$ cat src/rtl/apix_link_core.sv
// APIX-style pixel link: framed serial transmitter with one-deep holding register,
// plus a strobe-sampled receiver with parity/stop checking and a stall timeout.
//
// TX state | meaning
// ---------+--------------------------------------------
// TX_IDLE  | line idle, data=0 clk=0, holding empty
// TX_BUSY  | a 27-bit frame is being shifted out
//
// RX state | meaning
// ---------+--------------------------------------------
// RX_IDLE  | waiting for a sampled 1 (start bit)
// RX_DATA  | collecting 24 pixel bits, MSB first
// RX_PAR   | next sample is the even-parity bit
// RX_STOP  | next sample is the stop bit; frame verdict
module apix_link_core #(
    parameter int BIT_CYCLES = 2,
    parameter int RX_TIMEOUT = 8
) (
    input  logic        clk,
    input  logic        rst,
    input  logic [23:0] pixel_data_in,
    input  logic        pixel_valid,
    output logic        pixel_ready,
    output logic        tx_overflow,
    output logic        apix_data,
    output logic        apix_clk,
    input  logic        apix_data_in,
    input  logic        apix_clk_in,
    output logic [23:0] pixel_data_out,
    output logic        pixel_out_valid,
    output logic        error_flag
);

    localparam int PW = $clog2(BIT_CYCLES);
    localparam int TW = $clog2(RX_TIMEOUT + 1);
    localparam logic [PW-1:0] PH_LAST  = PW'(BIT_CYCLES - 1);
    localparam logic [PW-1:0] PH_HALF  = PW'(BIT_CYCLES / 2);
    localparam logic [4:0]    LAST_BIT = 5'd26;
    localparam logic [TW-1:0] TO_LOAD  = TW'(RX_TIMEOUT - 1);

    typedef enum logic {TX_IDLE, TX_BUSY} tx_state_e;
    typedef enum logic [1:0] {RX_IDLE, RX_DATA, RX_PAR, RX_STOP} rx_state_e;

    tx_state_e   tx_state_q, tx_state_d;
    logic [PW-1:0] ph_q, ph_d, ph_dec;
    logic [4:0]  bits_q, bits_d;
    logic [26:0] sreg_q, sreg_d;
    logic        aclk_q, aclk_d;
    logic        hold_full_q, hold_full_d;
    logic [23:0] hold_q, hold_d;
    logic        ovf_q, ovf_d;
    logic        bit_end, frame_end, start_new;
    logic [23:0] start_pix;

    // Phase and bit counters both count down; a frame ends when both hit zero.
    assign bit_end   = (tx_state_q == TX_BUSY) && (ph_q == '0);
    assign frame_end = bit_end && (bits_q == '0);
    assign start_new = ((tx_state_q == TX_IDLE) && pixel_valid) ||
                       (frame_end && (hold_full_q || pixel_valid));
    assign start_pix = (frame_end && hold_full_q) ? hold_q : pixel_data_in;
    assign ph_dec    = ph_q - PW'(1);

    always_ff @(posedge clk) begin
        if (rst) tx_state_q <= TX_IDLE;
        else     tx_state_q <= tx_state_d;
    end

    always_comb begin
        tx_state_d = tx_state_q;
        case (tx_state_q)
            TX_IDLE: if (pixel_valid) tx_state_d = TX_BUSY;
            TX_BUSY: if (frame_end && !start_new) tx_state_d = TX_IDLE;
        endcase
    end

    always_comb begin
        sreg_d      = sreg_q;
        ph_d        = ph_q;
        bits_d      = bits_q;
        aclk_d      = aclk_q;
        hold_full_d = hold_full_q;
        hold_d      = hold_q;
        ovf_d       = ovf_q;
        if (start_new) begin
            sreg_d = {1'b1, start_pix, ^start_pix, 1'b0};
            ph_d   = PH_LAST;
            bits_d = LAST_BIT;
            aclk_d = 1'b0;
        end else if (frame_end) begin
            sreg_d = '0;
            aclk_d = 1'b0;
        end else if (bit_end) begin
            sreg_d = {sreg_q[25:0], 1'b0};
            ph_d   = PH_LAST;
            bits_d = bits_q - 5'd1;
            aclk_d = 1'b0;
        end else if (tx_state_q == TX_BUSY) begin
            ph_d   = ph_dec;
            aclk_d = (ph_dec < PH_HALF);
        end
        if (frame_end && hold_full_q) hold_full_d = 1'b0;
        // A request on the final edge of an unheld frame was launched directly above.
        if ((tx_state_q == TX_BUSY) && pixel_valid && !(frame_end && !hold_full_q)) begin
            if (!hold_full_q || frame_end) begin
                hold_full_d = 1'b1;
                hold_d      = pixel_data_in;
            end else begin
                ovf_d = 1'b1;
            end
        end
    end

    always_ff @(posedge clk) begin
        if (rst) begin
            sreg_q      <= '0;
            ph_q        <= '0;
            bits_q      <= '0;
            aclk_q      <= 1'b0;
            hold_full_q <= 1'b0;
            hold_q      <= '0;
            ovf_q       <= 1'b0;
        end else begin
            sreg_q      <= sreg_d;
            ph_q        <= ph_d;
            bits_q      <= bits_d;
            aclk_q      <= aclk_d;
            hold_full_q <= hold_full_d;
            hold_q      <= hold_d;
            ovf_q       <= ovf_d;
        end
    end

    assign apix_data   = sreg_q[26];
    assign apix_clk    = aclk_q;
    assign pixel_ready = ~hold_full_q;
    assign tx_overflow = ovf_q;

    rx_state_e   rx_state_q, rx_state_d;
    logic        clk_prev_q;
    logic [4:0]  cnt_q, cnt_d;
    logic [23:0] sh_q, sh_d;
    logic        par_q, par_d;
    logic [TW-1:0] to_q, to_d;
    logic [23:0] pdo_q, pdo_d;
    logic        vld_q, vld_d;
    logic        err_q, err_d;
    logic        rise, timeout;

    assign rise    = apix_clk_in & ~clk_prev_q;
    assign timeout = (rx_state_q != RX_IDLE) && !rise && (to_q == '0);

    always_ff @(posedge clk) begin
        if (rst) rx_state_q <= RX_IDLE;
        else     rx_state_q <= rx_state_d;
    end

    always_comb begin
        rx_state_d = rx_state_q;
        case (rx_state_q)
            RX_IDLE: if (rise && apix_data_in) rx_state_d = RX_DATA;
            RX_DATA: begin
                if (timeout)                     rx_state_d = RX_IDLE;
                else if (rise && (cnt_q == '0))  rx_state_d = RX_PAR;
            end
            RX_PAR: begin
                if (timeout)   rx_state_d = RX_IDLE;
                else if (rise) rx_state_d = RX_STOP;
            end
            RX_STOP: if (timeout || rise) rx_state_d = RX_IDLE;
        endcase
    end

    always_comb begin
        cnt_d = cnt_q;
        sh_d  = sh_q;
        par_d = par_q;
        to_d  = to_q;
        pdo_d = pdo_q;
        vld_d = 1'b0;
        err_d = err_q;
        if (rise)                                        to_d = TO_LOAD;
        else if ((rx_state_q != RX_IDLE) && (to_q != '0)) to_d = to_q - TW'(1);
        case (rx_state_q)
            RX_IDLE: if (rise && apix_data_in) cnt_d = 5'd23;
            RX_DATA: if (rise) begin
                sh_d  = {sh_q[22:0], apix_data_in};
                cnt_d = cnt_q - 5'd1;
            end
            RX_PAR: if (rise) par_d = apix_data_in;
            RX_STOP: if (rise) begin
                if ((par_q == ^sh_q) && !apix_data_in) begin
                    pdo_d = sh_q;
                    vld_d = 1'b1;
                    err_d = 1'b0;
                end else begin
                    err_d = 1'b1;
                end
            end
        endcase
        if (timeout) err_d = 1'b1;
    end

    always_ff @(posedge clk) begin
        if (rst) begin
            clk_prev_q <= 1'b0;
            cnt_q      <= '0;
            sh_q       <= '0;
            par_q      <= 1'b0;
            to_q       <= '0;
            pdo_q      <= '0;
            vld_q      <= 1'b0;
            err_q      <= 1'b0;
        end else begin
            clk_prev_q <= apix_clk_in;
            cnt_q      <= cnt_d;
            sh_q       <= sh_d;
            par_q      <= par_d;
            to_q       <= to_d;
            pdo_q      <= pdo_d;
            vld_q      <= vld_d;
            err_q      <= err_d;
        end
    end

    assign pixel_data_out  = pdo_q;
    assign pixel_out_valid = vld_q;
    assign error_flag      = err_q;

endmodule

$ cat config.mk
export PLATFORM = sky130hd
export DESIGN_NAME = apix_link_core
export DESIGN_NICKNAME = d
export VERILOG_FILES = /design/src/rtl/apix_link_core.sv
export SDC_FILE = /design/constraint.sdc
export NUM_CORES = 1
export LEC_CHECK = 0
export CORE_ASPECT_RATIO = 0.5
export CORE_UTILIZATION = 55
export CTS_CLUSTER_DIAMETER = 60
export DETAILED_ROUTE_END_ITERATION = 10
export PLACE_DENSITY = 0.78
export SYNTH_ARGS = -nofsm -noshare
export SYNTH_HDL_FRONTEND = slang
export SYNTH_SLANG_ARGS = --single-unit
$ cat constraint.sdc
create_clock -name clk -period 2.7 [get_ports clk]
set_input_delay 0.405 -clock clk [delete_from_list [all_inputs] [get_ports clk]]
set_output_delay 0.405 -clock clk [all_outputs]
set_load 0.01 [all_outputs]
# Word level (Yosys, flattened, before mapping)

Cells that the tools add are included.

Memory bits (writable): 0
Latch bits: 0
Bits in read-only memories: 0
Register bits after elaboration: 123
Memories kept: 0
Output and inout bits: 30
Input port bits: 29
Logic and storage cells: 131

Shift operators: 0
Multipliers: 0
Equal/unequal tests: 10
Muxes and demuxes: 34
Divide/modulo/power cells: 0
Bitwise logic cells: 9
Add/sub/neg operators: 4
Reductions and logical operators: 54
Magnitude comparators: 1

Operators with widths:

| kind                | count |
|---|---|
| $mux 27             | 3 |
| $reduce_xor 24->1   | 2 |
| $mux 5              | 5 |
| $mux 24             | 1 |
| $reduce_and 2->1    | 8 |
| $logic_and 1x1->1   | 15 |
| $mux 1              | 14 |
| $mux 2              | 6 |
| $reduce_bool 2->1   | 6 |
| $logic_not 5->1     | 2 |
| $pmux 5 s2          | 1 |
| $sub 5x1->5 const B | 2 |
| $not 1->1           | 8 |
| $pmux 2 s4          | 1 |
| $mux 3              | 2 |
| $ne 2x2->1 const B  | 3 |
| $ne 3x3->1 const B  | 2 |
| $reduce_and 3->1    | 2 |
| $reduce_bool 3->1   | 2 |
| $logic_not 1->1     | 5 |
| $eq 2x2->1 const B  | 2 |
| $logic_not 4->1     | 1 |
| $logic_or 1x1->1    | 4 |
| $reduce_and 4->1    | 1 |
| other kinds (13)    | 14 |

# Longest topological paths before layout

Gate-level depths: netlist (run 1).

Depth after elaboration: 9
Depth in mapped cells: 9
Gate-level depth less buffers: 8

# Worst setup path after synthesis (run 1)

OpenSTA, ideal clock, no wires.

Path kind: register -> register
Start: register bits_q[0]
End: register hold_q[12]
Setup slack: 487 ps
Path buffers: 1
Cell stages (with the launch flop): 10
Arrival time: 2085 ps
Data required time: 2572 ps
Cell sequence: dfxtp_1 -> inv_1 -> ha_1 -> nor4b_1 -> and2_1 -> nand2_1 -> a211oi_2 -> buf_6 -> mux2i_1 -> nor2_1

Word-level cells in the longest chain between the ends: 6

RTL lines:

| what                                  | RTL line | source |
|---|---|---|
| from (decl)                           | 46       | `logic [4:0] bits_q, bits_d;` |
| from (signal assigned)                | 125      | `bits_q <= bits_d;` |
| $logic_not 5->1 (*)                   | 57       | `assign frame_end = bit_end && (bits_q == '0);` |
| $logic_and 1x1->1 (*)                 | 57       |  |
| $logic_and 1x1->1                     | 103      | `if ((tx_state_q == TX_BUSY) && pixel_valid && !(frame_end && !hold_full_q)) begin` |
| $logic_not 1->1                       | 103      |  |
| $logic_and 1x1->1                     | 103      |  |
| $reduce_and 2->1 (no source line) (*) | n/a      |  |
| to (signal assigned)                  | 128      | `hold_q <= hold_d;` |
| to (decl)                             | 50       | `logic [23:0] hold_q, hold_d;` |

Every way passes the cells marked *; elsewhere a longest branch is shown, timed or not.
A chain may end at the register's enable or synchronous reset.

# Worst setup path after layout (run 1)

Start: register sh_q[22]
End: register pdo_q[21], in the netlist pixel_data_out[21]

Word-level cells in the longest chain between the ends: 4

RTL lines:

| what                              | RTL line | source |
|---|---|---|
| from (decl)                       | 141      | `logic [23:0] sh_q, sh_d;` |
| from (signal assigned)            | 207      | `sh_q <= '0;` |
| from (signal assigned)            | 216      | `sh_q <= sh_d;` |
| $reduce_xor 24->1                 | 191      | `if ((par_q == ^sh_q) && !apix_data_in) begin` |
| $eq 1x1->1                        | 191      |  |
| $logic_and 1x1->1                 | 191      |  |
| $reduce_and 3->1 (no source line) | n/a      |  |
| to (signal assigned)              | 219      | `pdo_q <= pdo_d;` |
| to (decl)                         | 144      | `logic [23:0] pdo_q, pdo_d;` |

Every way passes these cells.

==> results.md, run 1 <==
* Result of the run: complete, no violations
* Netlist area before placement at 0.00571 mm2
* FP Rows at 25
* DPL Wire Length at 7.72 mm
* Unrepaired setup endpoints after global routing: no
* # hold bufs at CTS at 0
* Clock tree from TritonCTS: done
* Number of cells after detailed placement at between 800 and 900
* H-Tree Level Count at 4
* Last element of the critical path: pixel_data_out[21]$_SDFFE_PP0P_
* Startpoint-to-endpoint class of the critical path: reg2reg
* Final worst hold slack at approximately 0.47 ns
* Largest net degree at the start of global routing at 57
* Congestion Overflow GR at 0
* Final cell utilization of the core at 72.7%
* Category of the worst setup path launch point: flip-flop
* DRT Pass-1 Iters at 6
* Syn. warnings at 0
* Sequential area share after synthesis at 43.1%
* Maximum clock insertion buffer count at 2
* Wire length of the first global-routing pass at 20.1 mm
* Filler instances at 729
* Post-detailed-route count of antenna-violating nets at 0
* Cells along the critical path: xnor2_1, xnor2_1, xnor3_1, xnor3_1, nor3_4, buf_12, mux2i_1
* Transition time at the pin with the least slew margin at approximately 0.53 ns
* Share of Yosys cell area claimed by the top area cell type at a little over two fifths
* Multi-input gate area in the final layout at 0.00305 mm2
* Total Power at 4940 uW
* Library cells used by synthesis at 43
* Arrival time of the worst setup path at between 2 and 3 ns
* Final max-slew violation count at 0
* Most instantiated library cell after synthesis: sky130_fd_sc_hd__dfxtp_1
* Crit end category: flip-flop
* Final routed wire length divided by cell count at 14.4 um
* Largest fanout of any net on the critical path at 24
* Filler-free cell count of the finished design at 835
* Max rail drop VDD at 0.000467 V
* Number of synthesized flops with an enable pin at 0
* Worst reg2reg path endpoint: pixel_data_out[21]$_SDFFE_PP0P_
* Most used flip-flop cell after synthesis: sky130_fd_sc_hd__dfxtp_1
* Total of endpoints with negative setup slack in the final report at 0
* Last weighted congestion value of the routability-driven placer at 0.779
* Antenna violations before repair at 0
* IO buf count at 58
* Max Cap Viol at 0
* Buffers inserted during post-CTS setup optimization at 0
* Die height at 74.1 um
* Register-to-register setup slack at 0.45 ns
* Number of global-route vias before repair at 4373
* Final hold viol count at 0
* Cell types with the largest area share after synthesis: sky130_fd_sc_hd__dfxtp_1 43%, sky130_fd_sc_hd__xnor2_1 9.0%, sky130_fd_sc_hd__mux2i_1 8.6%, sky130_fd_sc_hd__nand2_1 5.9%, sky130_fd_sc_hd__a21oi_1 5.7%
* Drc violations at 0
* Required time of the critical path at roughly 3.0 ns
* Setup TNS after final layout at 0 ns
* Antenna fix cells at 0
* Clock tree sinks at between 100 and 150
* Final worst clock skew at a little under 0.009 ns
* Cell type of the slowest stage on the worst timing path: sky130_fd_sc_hd__xnor3_1
* Initial core utilization at around three fifths
* Headroom to the max-slew limit at 64.1%
* Violation count after the first detailed-route iteration at 332
* R2R Path Start: sh_q[22]$_SDFFE_PP0P_
* Cts bufs inserted at 17
* Share of post-route cells with drive strength above 1 at ~8.1%
* Critical Path Max Stage Delay at 0.44 ns
* Root Buffer: sky130_fd_sc_hd__clkbuf_16
* All-layer global routing usage at 23.2%
* Clock transition at the register clock pins on the worst setup and hold paths after CTS at 0.06 ns
* Static Leak at 0.00246 uW
* Sequential cell area at between 0.002 and 0.0025 mm2
* Total power density per cell area at 696 mW/mm2
* Period minus WS final at 2.25 ns
* Period Utilization, post-route at about 83%
* Number of vias per cell after detailed routing at between 5 and 6
* Area growth from synthesis to layout at 24.1%
* Worst skew pair latency at 0.41 ns
* Area leader, netlist: sky130_fd_sc_hd__dfxtp_1
* Total I/O pin count at 59
* Class of the worst hold path: in2reg
* Synthesized flop and latch total at roughly 120
* Via count at 4546
* Core area at 0.00976 mm2
* Critical path startpoint: sh_q[22]$_SDFFE_PP0P_
* Overall die area at approximately 0.011 mm2
* Floorplan die width at 146 um
* Post-synthesis async set-or-reset flop share at 0%
* Number of gates given a new drive strength after cts at 0
* Final layout net count at 722
* Detailed Route WL at around 12 mm
* Cell count after synthesis at 628
* Syn_area_per_cell at about 9 um2
* Max Fclk at approximately 440 MHz
* Synthesized net count at 663
* Synth top cells by count: 123 x sky130_fd_sc_hd__dfxtp_1, 90 x sky130_fd_sc_hd__nand2_1, 65 x sky130_fd_sc_hd__a21oi_1
* R2r worst-path depth at 7
[report_power, final]
group	total (uW)	switching (uW)	internal (uW)
Combinational	625	311	314
Sequential	1960	65.7	1900
Clock	2350	846	1510
[area by class of cell]
cell class                      instances  share of cell area [%]
Clock buffer                           19                    6.39
Clock inverter                         13                    2.35
Inverter                                9                   0.476
Multi-Input combinational cell        459                    43.0
Sequential cell                       123                    34.7
Tap cell                              135                    2.38
Timing Repair Buffer                   77                    10.7
[worst min-delay path by stage]
stage | startpoint | end | slack [ns] | cells after the start
floorplan | sreg_q[1]$_SDFFE_PP0P_ | sreg_q[1]$_SDFFE_PP0P_ | 0.44 | 2
global placement | pixel_data_out[7]$_SDFFE_PP0P_ | pixel_data_out[7]$_SDFFE_PP0P_ | 0.46 | 2
detailed placement | pixel_data_out[16]$_SDFFE_PP0P_ | pixel_data_out[16]$_SDFFE_PP0P_ | 0.46 | 2
CTS | rst | par_q$_SDFFE_PP0P_ | 0.45 | 2
global route | rst | sh_q[2]$_SDFFE_PP0P_ | 0.48 | 2
finish | rst | rx_state_q[0]$_SDFFE_PP0P_ | 0.47 | 2
[stage by stage]
step	setup WS (ns)	instance area (um2)
6_report	0.452	7090
5_1_grt	0.301	7090
4_1_cts	0.425	7090
3_5_place_dp	0.235	6470
3_3_place_gp	0.286	6470
2_1_floorplan	0.487	5710
[state kept, by name (all words and copies together), names as in the netlist]
signal	cells
pixel_out_valid	1
cnt_q	5
pixel_data_out	24
rx_state_q	2
tx_overflow	1
ph_q	1
hold_full_q	1
bits_q	5
par_q	1
sreg_q	26
to_q	4
tx_state_q	1
apix_clk	1
hold_q	24
error_flag	1
sh_q	24
clk_prev_q	1
[cells by family (layout without fill, tap and decap cells)]
kind of cell | after synthesis | in the layout | share of synthesized area (%)
mux | 49 | 49 | 8.58
flops | 123 | 123 | 43.1
buf+inv | 46 | 118 | 3.68
fa+ha+maj | 6 | 6 | 1.31
compound gates | 120 | 120 | 13.6
xor+xnor | 77 | 77 | 12.7
simple gates | 207 | 207 | 17.1
[routing by layer]
metal / wire [um] / GRT usage, % / vias to the layer above / share of wire (%)
met5: 0 / 0 / - / 0
met4: 238 / 11.1 / 0 / 2.0
met3: 548 / 5.77 / 27 / 4.6
met2: 5610 / 39.4 / 121 / 47
met1: 5590 / 28.5 / 2137 / 47
li1: - / - / 2261 / -
[critical path, delay by kind of cell (launching register included)]
family / cells / cell delay [ns]
multiplexers: 1 / 0.23
buffers and inverters: 1 / 0.24
flip-flops: 1 / 0.35
XOR/XNOR: 4 / 1.09
AND/OR/NAND/NOR: 1 / 0.24
[placed cells by master (no fill, tap or decap), types with 2 or more instances in the layout]
cell,count
sky130_fd_sc_hd__dfxtp_1,123
sky130_fd_sc_hd__nand2_1,90
sky130_fd_sc_hd__a21oi_1,65
sky130_fd_sc_hd__xnor2_1,59
sky130_fd_sc_hd__clkdlybuf4s50_1,57
sky130_fd_sc_hd__mux2i_1,49
sky130_fd_sc_hd__nand2b_1,49
sky130_fd_sc_hd__nor2_1,39
sky130_fd_sc_hd__clkbuf_16,17
sky130_fd_sc_hd__buf_4,17
sky130_fd_sc_hd__a22o_1,15
sky130_fd_sc_hd__a22oi_1,15
sky130_fd_sc_hd__xor2_1,14
sky130_fd_sc_hd__inv_1,9
sky130_fd_sc_hd__a222oi_1,9
sky130_fd_sc_hd__nor3_1,8
sky130_fd_sc_hd__ha_1,6
sky130_fd_sc_hd__o21ai_0,4
sky130_fd_sc_hd__nor2b_1,3
sky130_fd_sc_hd__and2_1,3
sky130_fd_sc_hd__nand3_1,3
sky130_fd_sc_hd__a211oi_1,3
sky130_fd_sc_hd__xnor3_1,3
sky130_fd_sc_hd__clkinvlp_4,3
sky130_fd_sc_hd__bufinv_16,3
sky130_fd_sc_hd__clkinv_4,3
sky130_fd_sc_hd__buf_12,3
sky130_fd_sc_hd__or2_2,2
sky130_fd_sc_hd__nor4_1,2
sky130_fd_sc_hd__or3_1,2
sky130_fd_sc_hd__clkbuf_8,2
sky130_fd_sc_hd__clkinv_2,2
sky130_fd_sc_hd__inv_6,2
No activity file was read; power rests on OpenSTA's default activity.
==> run 2: changes to the inputs <==
Clock period 2.7 ns to 2.2 ns, I/O delays scaled along.
==> run 2 against run 1 <==
Effect of this change: maximum frequency is 3.4% higher; clock power grew 17%; count of clock-buffer cells in the layout grew 3; clock skew up 0.0054 ns; sequential share of layout area fell by 1.8 points; sequential power increased by 23%; critical path depth grew 2; global-route usage is 1.1 points higher; wire length up 12%; combinational power increased by 35%; largest cell class unchanged.
==> results.md, run 2 (same netlist as run 1, synthesis figures left out) <==
* Static Leak at 0.00268 uW
* Number of vias per cell after detailed routing at 5.48
* Headroom to the max-slew limit at 55.1%
* Drc violations at 0
* Net switching component of the power at 1520 uW
* DPL Wire Length at 7.93 mm
* Clock power share at 45.7%
* Area growth from synthesis to layout at 31.3%
* Design area at 0.00750 mm2
* Crit end category: flip-flop
* # hold bufs at CTS at 0
* Initial core utilization at between 50 and 60%
* Class of the worst hold path: in2reg
* Largest fanout of any net on the critical path at 24
* Combinational Power Share at 14.0%
* Floorplan die width at 146 um
* Cts bufs inserted at 17
* Min-Delay Endpoint: par_q$_SDFFE_PP0P_
* Max FFs per register at 26
* Clock tree sinks at 123
* Unrepaired setup endpoints after global routing: yes
* Result of the run: complete, no violations
* Core area at roughly 0.01 mm2
* Arrival time of the worst setup path at 2.45 ns
* Int Pwr at about 4500 uW
* Final max-slew violation count at 0
* Via count at approximately 4.8k
* Max rail drop VDD at ~0.0006 V
* Number of global-route vias before repair at 4391
* Final layout net count at between 700 and 800
* Congestion Overflow GR at 0
* Largest net degree at the start of global routing at 68
* Required time of the critical path at 2.47 ns
* Worst hold stages at 2
* R2r worst-path depth at 9
* IO buf count at 58
* Cell Area, Placed at 0.00673 mm2
* Antenna fix cells at 0
* Maximum clock insertion buffer count at 2
* Final worst clock skew at 0.0141 ns
* Root Buffer: sky130_fd_sc_hd__clkbuf_16
* Post-detailed-route count of antenna-violating nets at 0
* R2R Path Start: bits_q[0]$_SDFFE_PP0P_
* Portion of total power attributed to sequential cells at 40.2%
* Clock transition at the register clock pins on the worst setup and hold paths after CTS at 0.05 ns
* Total power density per cell area at between 700 and 800 mW/mm2
* All-layer global routing usage at 24.3%
* Period minus WS final at between 2 and 2.5 ns
* Total I/O pin count at a little under 60
* Detailed Route WL at 13.4 mm
* Worst skew pair latency at 0.42 ns
* Period Utilization, post-route at a little over nine tenths
* Worst reg2reg path endpoint: sreg_q[2]$_SDFFE_PP0P_
* Final hold viol count at 0
* Worst hold path startpoint: rst
* Transition time at the pin with the least slew margin at 0.666 ns
* Max Fclk at around 460 MHz
* Critical path startpoint: bits_q[0]$_SDFFE_PP0P_
* Share of post-route cells with drive strength above 1 at 14.5%
* Die height at 74.1 um
* Worst slack at placement at -0.148 ns
* Wire length of the first global-routing pass at roughly 21 mm
* Most common cell after layout, fill and taps aside: sky130_fd_sc_hd__dfxtp_1
* Post-layout worst setup margin at 0.0258 ns
* Most frequent cells in the layout: 117 x sky130_fd_sc_hd__dfxtp_1, 90 x sky130_fd_sc_hd__nand2_1, 65 x sky130_fd_sc_hd__a21oi_1
* Register-to-register setup slack at 0.03 ns
* Violation count after the first detailed-route iteration at 350
* Clock tree from TritonCTS: done
* Final routed wire length divided by cell count at between 15 and 20 um
* Antenna violations before repair at 0
* Last weighted congestion value of the routability-driven placer at 0.785
* Startpoint-to-endpoint class of the critical path: reg2reg
* Final worst hold slack at 0.431 ns
* Category of the worst setup path launch point: flip-flop
* DRT Pass-1 Iters at 5
* Max Cap Viol at 0
* H-Tree Level Count at 4
* Most flops, register: sreg_q
* Overall die area at between 0.01 and 0.015 mm2
* Net switching share of the total power at roughly a quarter
* FP Rows at 25
* Total of endpoints with negative setup slack in the final report at 0
run 2: worst max-delay path by stage:
stage / endpoint
5_1_grt: sreg_q[3]$_SDFFE_PP0P_
3_3_place_gp: sreg_q[1]$_SDFFE_PP0P_
6_report: sreg_q[2]$_SDFFE_PP0P_
3_5_place_dp: sreg_q[1]$_SDFFE_PP0P_
4_1_cts: pixel_data_out[21]$_SDFFE_PP0P_
2_1_floorplan: hold_q[12]$_SDFFE_PP0P_
run 2: layer usage:
| metal | part of all wire [%] | global-route usage, % |
|---|---|---|
| met4 | 1.8 | 8.80 |
| met2 | 48 | 42.1 |
| met3 | 5.3 | 7.42 |
| met5 | 0 | 0 |
| met1 | 45 | 29.4 |
run 2: what timing repair did:
action                                  in CTS  in global routing
pin swaps                                    1                  4
gates cloned                                 0                  3
buffers inserted                             0                  6
resized for setup                            1                 15
endpoints found under the setup margin      42                 50
run 2: area by class of cell:
type                            count  area, um2
Tap cell                          135        169
Inverter                            9       33.8
Sequential cell                   123       2470
Multi-Input combinational cell    459       3100
Fill cell                         671       2260
Clock buffer                       22        464
Timing Repair Buffer              117       1140
Clock inverter                     10        118
run 2: critical path: stages (launching register included):
cell and delay [ns]:
sky130_fd_sc_hd__dfxtp_1 0.36, sky130_fd_sc_hd__inv_1 0.07, sky130_fd_sc_hd__ha_1 0.20, sky130_fd_sc_hd__nor4b_4 0.14
sky130_fd_sc_hd__and2_1 0.19, sky130_fd_sc_hd__o21ai_0 0.54, sky130_fd_sc_hd__nor2_1 0.08, sky130_fd_sc_hd__buf_4 0.25
sky130_fd_sc_hd__nand2_1 0.13, sky130_fd_sc_hd__a21oi_1 0.07
run 2: power by group through the flow:
stage	Combinational, uW	Clock [uW]	Sequential (uW)
final	841	2740	2410
after global routing	915	2870	2420
after CTS	812	2760	2410
after detailed placement	795	0	2450
after global placement	772	0	2450
after floorplan	550	0	2430
run 2: metrics by stage:
stage	total power (uW)	setup TNS, ns	cells	util (%)
after global placement	3220	-0.122	834	69.0
after floorplan	2980	0	628	-
after detailed placement	3250	-1.10	834	69.0
after global routing	6210	-0.820	875	76.9
after CTS	5980	0	866	75.0
final	6000	0	875	76.9
==> run 3: changes to the inputs <==
Settings changed: GPL_TIMING_DRIVEN set to 1, SLEW_MARGIN set to 20.
==> results of run 3 <==
No change in the layout: final DEF, timing and power equal those of run 2.
